**src/rtl/memory_access_unit.sv**
```systemverilog
// memory_access_unit: sub-word load/store engine doing read-modify-write over a word-wide data memory
module memory_access_unit (
  input  logic        system_clock,
  input  logic        system_reset_n,
  input  logic        request_valid,
  output logic        request_ready,
  input  logic        request_write,
  input  logic [1:0]  request_size,
  input  logic        request_signed,
  input  logic [31:0] request_address,
  input  logic [31:0] request_write_data,
  output logic        response_valid,
  output logic [31:0] response_read_data,
  output logic        response_error,
  output logic        mem_write_enable,
  output logic [31:0] mem_address,
  output logic [31:0] mem_write_data,
  input  logic [31:0] mem_read_data
);
  typedef enum logic [2:0] {IDLE, LOAD, MERGE, WRITE, RESP} state_t;
  state_t state;
  logic [1:0] size_q, lane_q;
  logic signed_q;
  logic request_fault;
  logic [4:0] shift;
  logic [31:0] lane_data, lane_mask, load_data, merged_data;
  assign request_ready = state == IDLE;
  assign request_fault = request_size == 2'b11 || (request_size == 2'b01 && request_address[0]) ||
                         (request_size == 2'b10 && request_address[1:0] != 2'b00);
  assign shift = {lane_q, 3'b000};
  assign lane_data = mem_read_data >> shift;
  assign lane_mask = size_q == 2'b00 ? 32'h0000_00ff : 32'h0000_ffff;
  assign load_data = size_q == 2'b10 ? lane_data :
                     size_q == 2'b01 ? {{16{signed_q & lane_data[15]}}, lane_data[15:0]} :
                                       {{24{signed_q & lane_data[7]}}, lane_data[7:0]};
  // until MERGE, mem_write_data doubles as the latched right-aligned store data
  assign merged_data = (mem_read_data & ~(lane_mask << shift)) | ((mem_write_data & lane_mask) << shift);
  always_ff @(posedge system_clock or negedge system_reset_n)
    if (!system_reset_n) begin
      state <= IDLE;
      size_q <= '0;
      lane_q <= '0;
      signed_q <= 1'b0;
      response_valid <= 1'b0;
      response_error <= 1'b0;
      response_read_data <= '0;
      mem_write_enable <= 1'b0;
      mem_address <= '0;
      mem_write_data <= '0;
    end else
      case (state)
        IDLE: if (request_valid) begin
          size_q <= request_size;
          lane_q <= request_address[1:0];
          signed_q <= request_signed;
          mem_address <= {request_address[31:2], 2'b00};
          mem_write_data <= request_write_data;
          if (request_fault) begin
            state <= RESP;
            response_valid <= 1'b1;
            response_error <= 1'b1;
          end else if (!request_write)
            state <= LOAD;
          else if (request_size == 2'b10) begin
            state <= WRITE;
            mem_write_enable <= 1'b1;
          end else
            state <= MERGE;
        end
        LOAD: begin
          response_read_data <= load_data;
          response_valid <= 1'b1;
          state <= RESP;
        end
        MERGE: begin
          mem_write_data <= merged_data;
          mem_write_enable <= 1'b1;
          state <= WRITE;
        end
        WRITE: begin
          mem_write_enable <= 1'b0;
          response_valid <= 1'b1;
          state <= RESP;
        end
        default: begin
          response_valid <= 1'b0;
          response_error <= 1'b0;
          response_read_data <= '0;
          state <= IDLE;
        end
      endcase
endmodule
```
**config.mk**
```make
export PLATFORM = sky130hd
export DESIGN_NAME = memory_access_unit
export DESIGN_NICKNAME = d
export VERILOG_FILES = /design/src/rtl/memory_access_unit.sv
export SDC_FILE = /design/constraint.sdc
export NUM_CORES = 1
export LEC_CHECK = 0
export CORE_UTILIZATION = 45
export DETAILED_ROUTE_END_ITERATION = 10
export PLACE_DENSITY = 0.81
export SLEW_MARGIN = 20
export SYNTH_ARGS = -nofsm -noshare
export SYNTH_HDL_FRONTEND = slang
export SYNTH_SLANG_ARGS = --single-unit
```
**constraint.sdc**
```tcl
create_clock -name system_clock -period 2.27 [get_ports system_clock]
set_input_delay 0.3405 -clock system_clock [delete_from_list [all_inputs] [get_ports system_clock]]
set_output_delay 0.3405 -clock system_clock [all_outputs]
set_load 0.01 [all_outputs]
```
# --- After elaboration in Yosys (flattened, before gate mapping) ---
# Cells that the tools add are included.
classes:
  shift: 3
  eq_ne: 13
  n_reduce_logical: 17
  n_bitwise: 8
  n_mux: 20
ops:
  columns: ["cell", "count"]
  rows:
  - ["$pmux 32 s2", 2]
  - ["$mux 32", 3]
  - ["$and 32x16->32", 1]
  - ["$and 32x32->32", 1]
  - ["$not 32->32", 1]
  - ["$or 32x32->32", 1]
  - ["$shl 16x5->32", 1]
  - ["$shl 32x5->32", 1]
  - ["$shr 32x5->32", 1]
  - ["$mux 16", 1]
  - ["$pmux 3 s3", 1]
  - ["$mux 1", 7]
  - ["$eq 2x2->1 const B", 3]
  - ["$eq 3x2->1 const B", 2]
  - ["$mux 3", 2]
  - ["$ne 2x1->1 const B", 3]
  - ["$pmux 1 s3", 2]
  - ["$reduce_and 3->1", 2]
  - ["$reduce_or 3->1", 2]
  - ["$reduce_and 5->1", 1]
  - ["$eq 2x1->1 const B", 2]
  - ["$ne 2x2->1 const B", 2]
  - ["$reduce_and 2->1", 2]
  - ["$reduce_bool 2->1", 2]
  - ["other kinds (11)", 15]
totals:
  word_cells: 71
  input_bits: 103
  out_inout_bits: 100
  regBits: 105

# --- Longest topological paths before layout ---
logic_depth:
  ltp_word: 7
  ltp_mapped: 7
  ltp_nobuf: 4

# --- Worst setup path after synthesis ---
# No wires, ideal clock.
synth_timing:
  kind: "flip-flop to flip-flop"
  from: "register state[2]"
  to: "register mem_address[10]"
  setup_ps: 125
  arrival_ps: 1601
  path_buffers: 3
  required_ps: 2145
  period_less_slack_ps: 1726
  setup_slack_ps: 544
  path_stages_with_launch: 6
  cell_sequence: "dfrtp_1 buf_6 or4b_4 buf_6 buf_6 mux2_4"
synth_between:
  elab_chain_cells: 2
synth_lines:
  columns: ["element", "line_no", "text"]
  rows:
  - ["start: declaration", "21", "state_t state;"]
  - ["start signal: assignment", "40", "state <= IDLE;"]
  - ["start signal: assignment", "59", "state <= RESP;"]
  - ["start signal: assignment", "63", "state <= LOAD;"]
  - ["$logic_not 3->1", "51", "case (state)"]
  - ["$reduce_and 2->1 (no source line)", null, null]
  - ["end signal: assignment", "56", "mem_address <= {request_address[31:2], 2'b00};"]
  - ["end: declaration", "16", "output logic [31:0] mem_address,"]
# No other way between the ends.
# A chain may end at the register's enable or synchronous reset.

# --- Final worst setup path ---
layout_timing:
  from: "register state[0]"
  to: "output port request_ready"
layout_between:
  elab_chain_cells: 1
layout_lines:
  columns: ["element", "line_no", "text"]
  rows:
  - ["$logic_not 3->1", "27", "assign request_ready = state == IDLE;"]
  - ["end: declaration", "6", "output logic request_ready,"]
# No other way between the ends.

==> out/summary.txt <==
Hold WS: 0.0235 ns
Yosys synthesis warning count: 0
M1 GR Usage: 38.4%
Crit path DAT: 1.84 ns
Slew @ Worst Pin: 0.898 ns
Die area: 0.0126 mm²
Max-Slew Margin vs Limit: 39.9%
Syn Inst Count: 513
Residual DRC count: 0
Root buf cell: clkbuf_16
Skew final: 0.00695 ns
CTS tree: built
Slowest CP cell: clkdlybuf4s50_1
Ports: 203
Max Cap Violations: 0
Area of placed instances: 0.00770 mm²
GP Congestion: 0.930
Clock buffer depth: 2
NumNets Final: 816
Die Y: 112 µm
Starting Density: 47.0%
Synth area leaders: dfrtp_1 (48%), mux2_4 (7.1%), nand2_1 (5.3%), a22oi_1 (4.1%), o21ai_0 (4.0%)
Met3 Track Usage GR: 6.05%
Clock Power Share: 13.6%
Post-synthesis cell area: 0.00548 mm²
Worst-path cell chain: or2_1 -> nor2_1 -> clkdlybuf4s50_1
Drt total wl: 17600 µm
Cell Count, Final, Fillers Out: 860
Power Dens Cells: 1440 mW/mm²
Hold Fails Final Rpt: 0
RSZ-0062 raised after global routing: false
Flop pwr share: 28.9%
Syn avg cell area: 10.7 µm²
Largest net degree at the start of global routing: 52
Most frequent cells in the layout: clkdlybuf4s50_1 (199), dfrtp_1 (104), nand2_1 (78)
Most common cell after layout, fill and taps aside: clkdlybuf4s50_1
Core outline area: 0.0117 mm²
Placed wire-length estimate: 13600 µm
Logic gate share of total power: 57.4%
Antenna Violating Nets Remaining: 0
Clk sinks: 105
Worst R2R Setup Slack: 0.30 ns
H-Tree Depth: 3
Critical path class: reg2out
Aggregate global routing overflow: 0
Netlist cell types: 48
Period utilization: 96.3%
# setup viols final: 0
Wire length per cell: 20.5 µm
Max Fclk: 0.458 GHz
LEAKAGE: 3.39 nW
Chip width: 112 µm
Post-synthesis async set-or-reset flop share: 100%
EDFF count, synth: 0
Setup TNS: 0 ns
Worst Path Max Fanout: 7
Worst Setup Start Kind: flop
Number of global-route vias before repair: 5095
Cell taking the most area after synthesis: dfrtp_1
Fill count: 894
Total number of vias: 5085
Skew-Pair Late Insertion Delay: 0.35 ns
Min cycle time layout: 2.19 ns
Initial antenna violation count: 0
Status: complete, no violations
Switch share: 40.0%
Number of buffers created by CTS: 9
Worst setup EP type: primary output
Pwr Total: 11.5 mW
Design Area, Final: 0.00800 mm²
First drt pass iteration count: 5
First-pass GRT wire length: 27900 µm
First DRT Iteration DRCs: 376
Via-to-Cell Ratio: 5.91
GR peak layer: met2
P_sw: 4.60 mW
Post-synth top area share: 47.9%
Hold Buf Count CTS: 0
Peak supply drop: 0.000813 V
Number of gates resized after CTS: 0
Internal: 6.89 mW
Main synth FF type: dfrtp_1
WP data required: 1.93 ns
Cell Rows: 39
Ant. Diodes: 0
Area Growth Syn to Fin: 45.8%
CP max stage delay: 0.55 ns
Total GRT Usage: 28.8%
Port bufs: 200
M2 GR Usage: 46.7%
Placed cells: 845
CP Buf/Inv Count: 1
Crit path max-delay family: buffers and inverters
# Post-CTS Setup Buffers: 0
Layout cells sized above 1: 14.4%
Max Slew Vio Count: 0
Sequential-to-total area share from yosys stat: 47.9%
Seq cells post-synth: 105
Clock transition at the registers of the reported paths: 0.07 ns
Worst hold path type: in2async
Yosys cell counts, types with 5 or more instances:
library cell    n
dfrtp_1       105
o22ai_1        17
buf_6           5
nor2_1         11
o211a_1         6
nand2_1        78
buf_4           6
a221oi_1       13
o21ba_2         8
buf_2           9
o311ai_0       14
mux2_2         15
inv_1           6
mux2_4         26
o21a_1          8
clkbuf_1       17
a21oi_1        18
o21ai_0        44
a32o_1          7
a22oi_1        30
nand3b_1       16
mux2i_1        17
registers in the layout, indices dropped and copies added (netlist names):
| signal | flops |
|---|---|
| mem_write_data | 32 |
| response_read_data | 32 |
| mem_address | 30 |
| state | 3 |
| lane_q | 2 |
| size_q | 2 |
| mem_write_enable | 1 |
| response_error | 1 |
| response_valid | 1 |
| signed_q | 1 |
power groups by stage:
stage | clock network [mW] | registers [mW] | logic, mW
global route | 1.66 | 3.43 | 7.07
global placement | 0 | 3.30 | 6.37
finish | 1.57 | 3.33 | 6.60
detailed placement | 0 | 3.33 | 6.55
CTS | 1.60 | 3.32 | 6.58
floorplan | 0 | 3.51 | 3.50
logic make-up (layout without fill, tap and decap cells):
kind of cell           Yosys count  in the layout  synth area share, %
AO/OA/AOI/OAI                  179            179                 23.1
buffers and inverters           47            250                 4.54
multiplexers                    59             59                 13.7
AND/OR/NAND/NOR                122            122                 10.7
other                            1              2               0.0684
flip-flops                     105            105                 47.9
cell type report:
type                            count  area (µm²)  share of cell area, %
Clock buffer                       11         243                   3.04
Clock inverter                      4        52.6                  0.657
Inverter                            7        26.3                  0.329
Multi-Input combinational cell    362        2620                   32.8
Sequential cell                   105        2630                   32.9
Tap cell                          143         179                   2.24
Timing Repair Buffer              228        2250                   28.1
routing by layer:
layer	wire (µm)	part of all wire (%)
met5	0	0
met2	8610	49
met1	7560	43
met3	1060	6.0
met4	403	2.3
final timing paths:
kind,startpoint,end,cells after the start
worst max-delay path,state[0]$_DFFE_PN0P_,request_ready,3
worst min-delay path,system_reset_n,mem_write_data[22]$_DFFE_PN0P_,1
worst max register to register,lane_q[0]$_DFFE_PN0P_,mem_write_data[19]$_DFFE_PN0P_,4
worst min register to register,response_read_data[22]$_DFFE_PN0N_,response_read_data[22]$_DFFE_PN0N_,2
max in group asynchronous,system_reset_n,mem_address[24]$_DFFE_PN0P_,2
min in group system_clock,response_read_data[22]$_DFFE_PN0N_,response_read_data[22]$_DFFE_PN0N_,2
through the flow:
step           worst slack [ns]  util [%]
4_1_cts                  0.0840      68.6
6_report                 0.0847      68.6
2_1_floorplan             0.544         -
3_3_place_gp              0.110      66.0
5_1_grt                  0.0415      68.6
3_5_place_dp            0.00855      66.0
No activity file was read; power rests on OpenSTA's default activity.
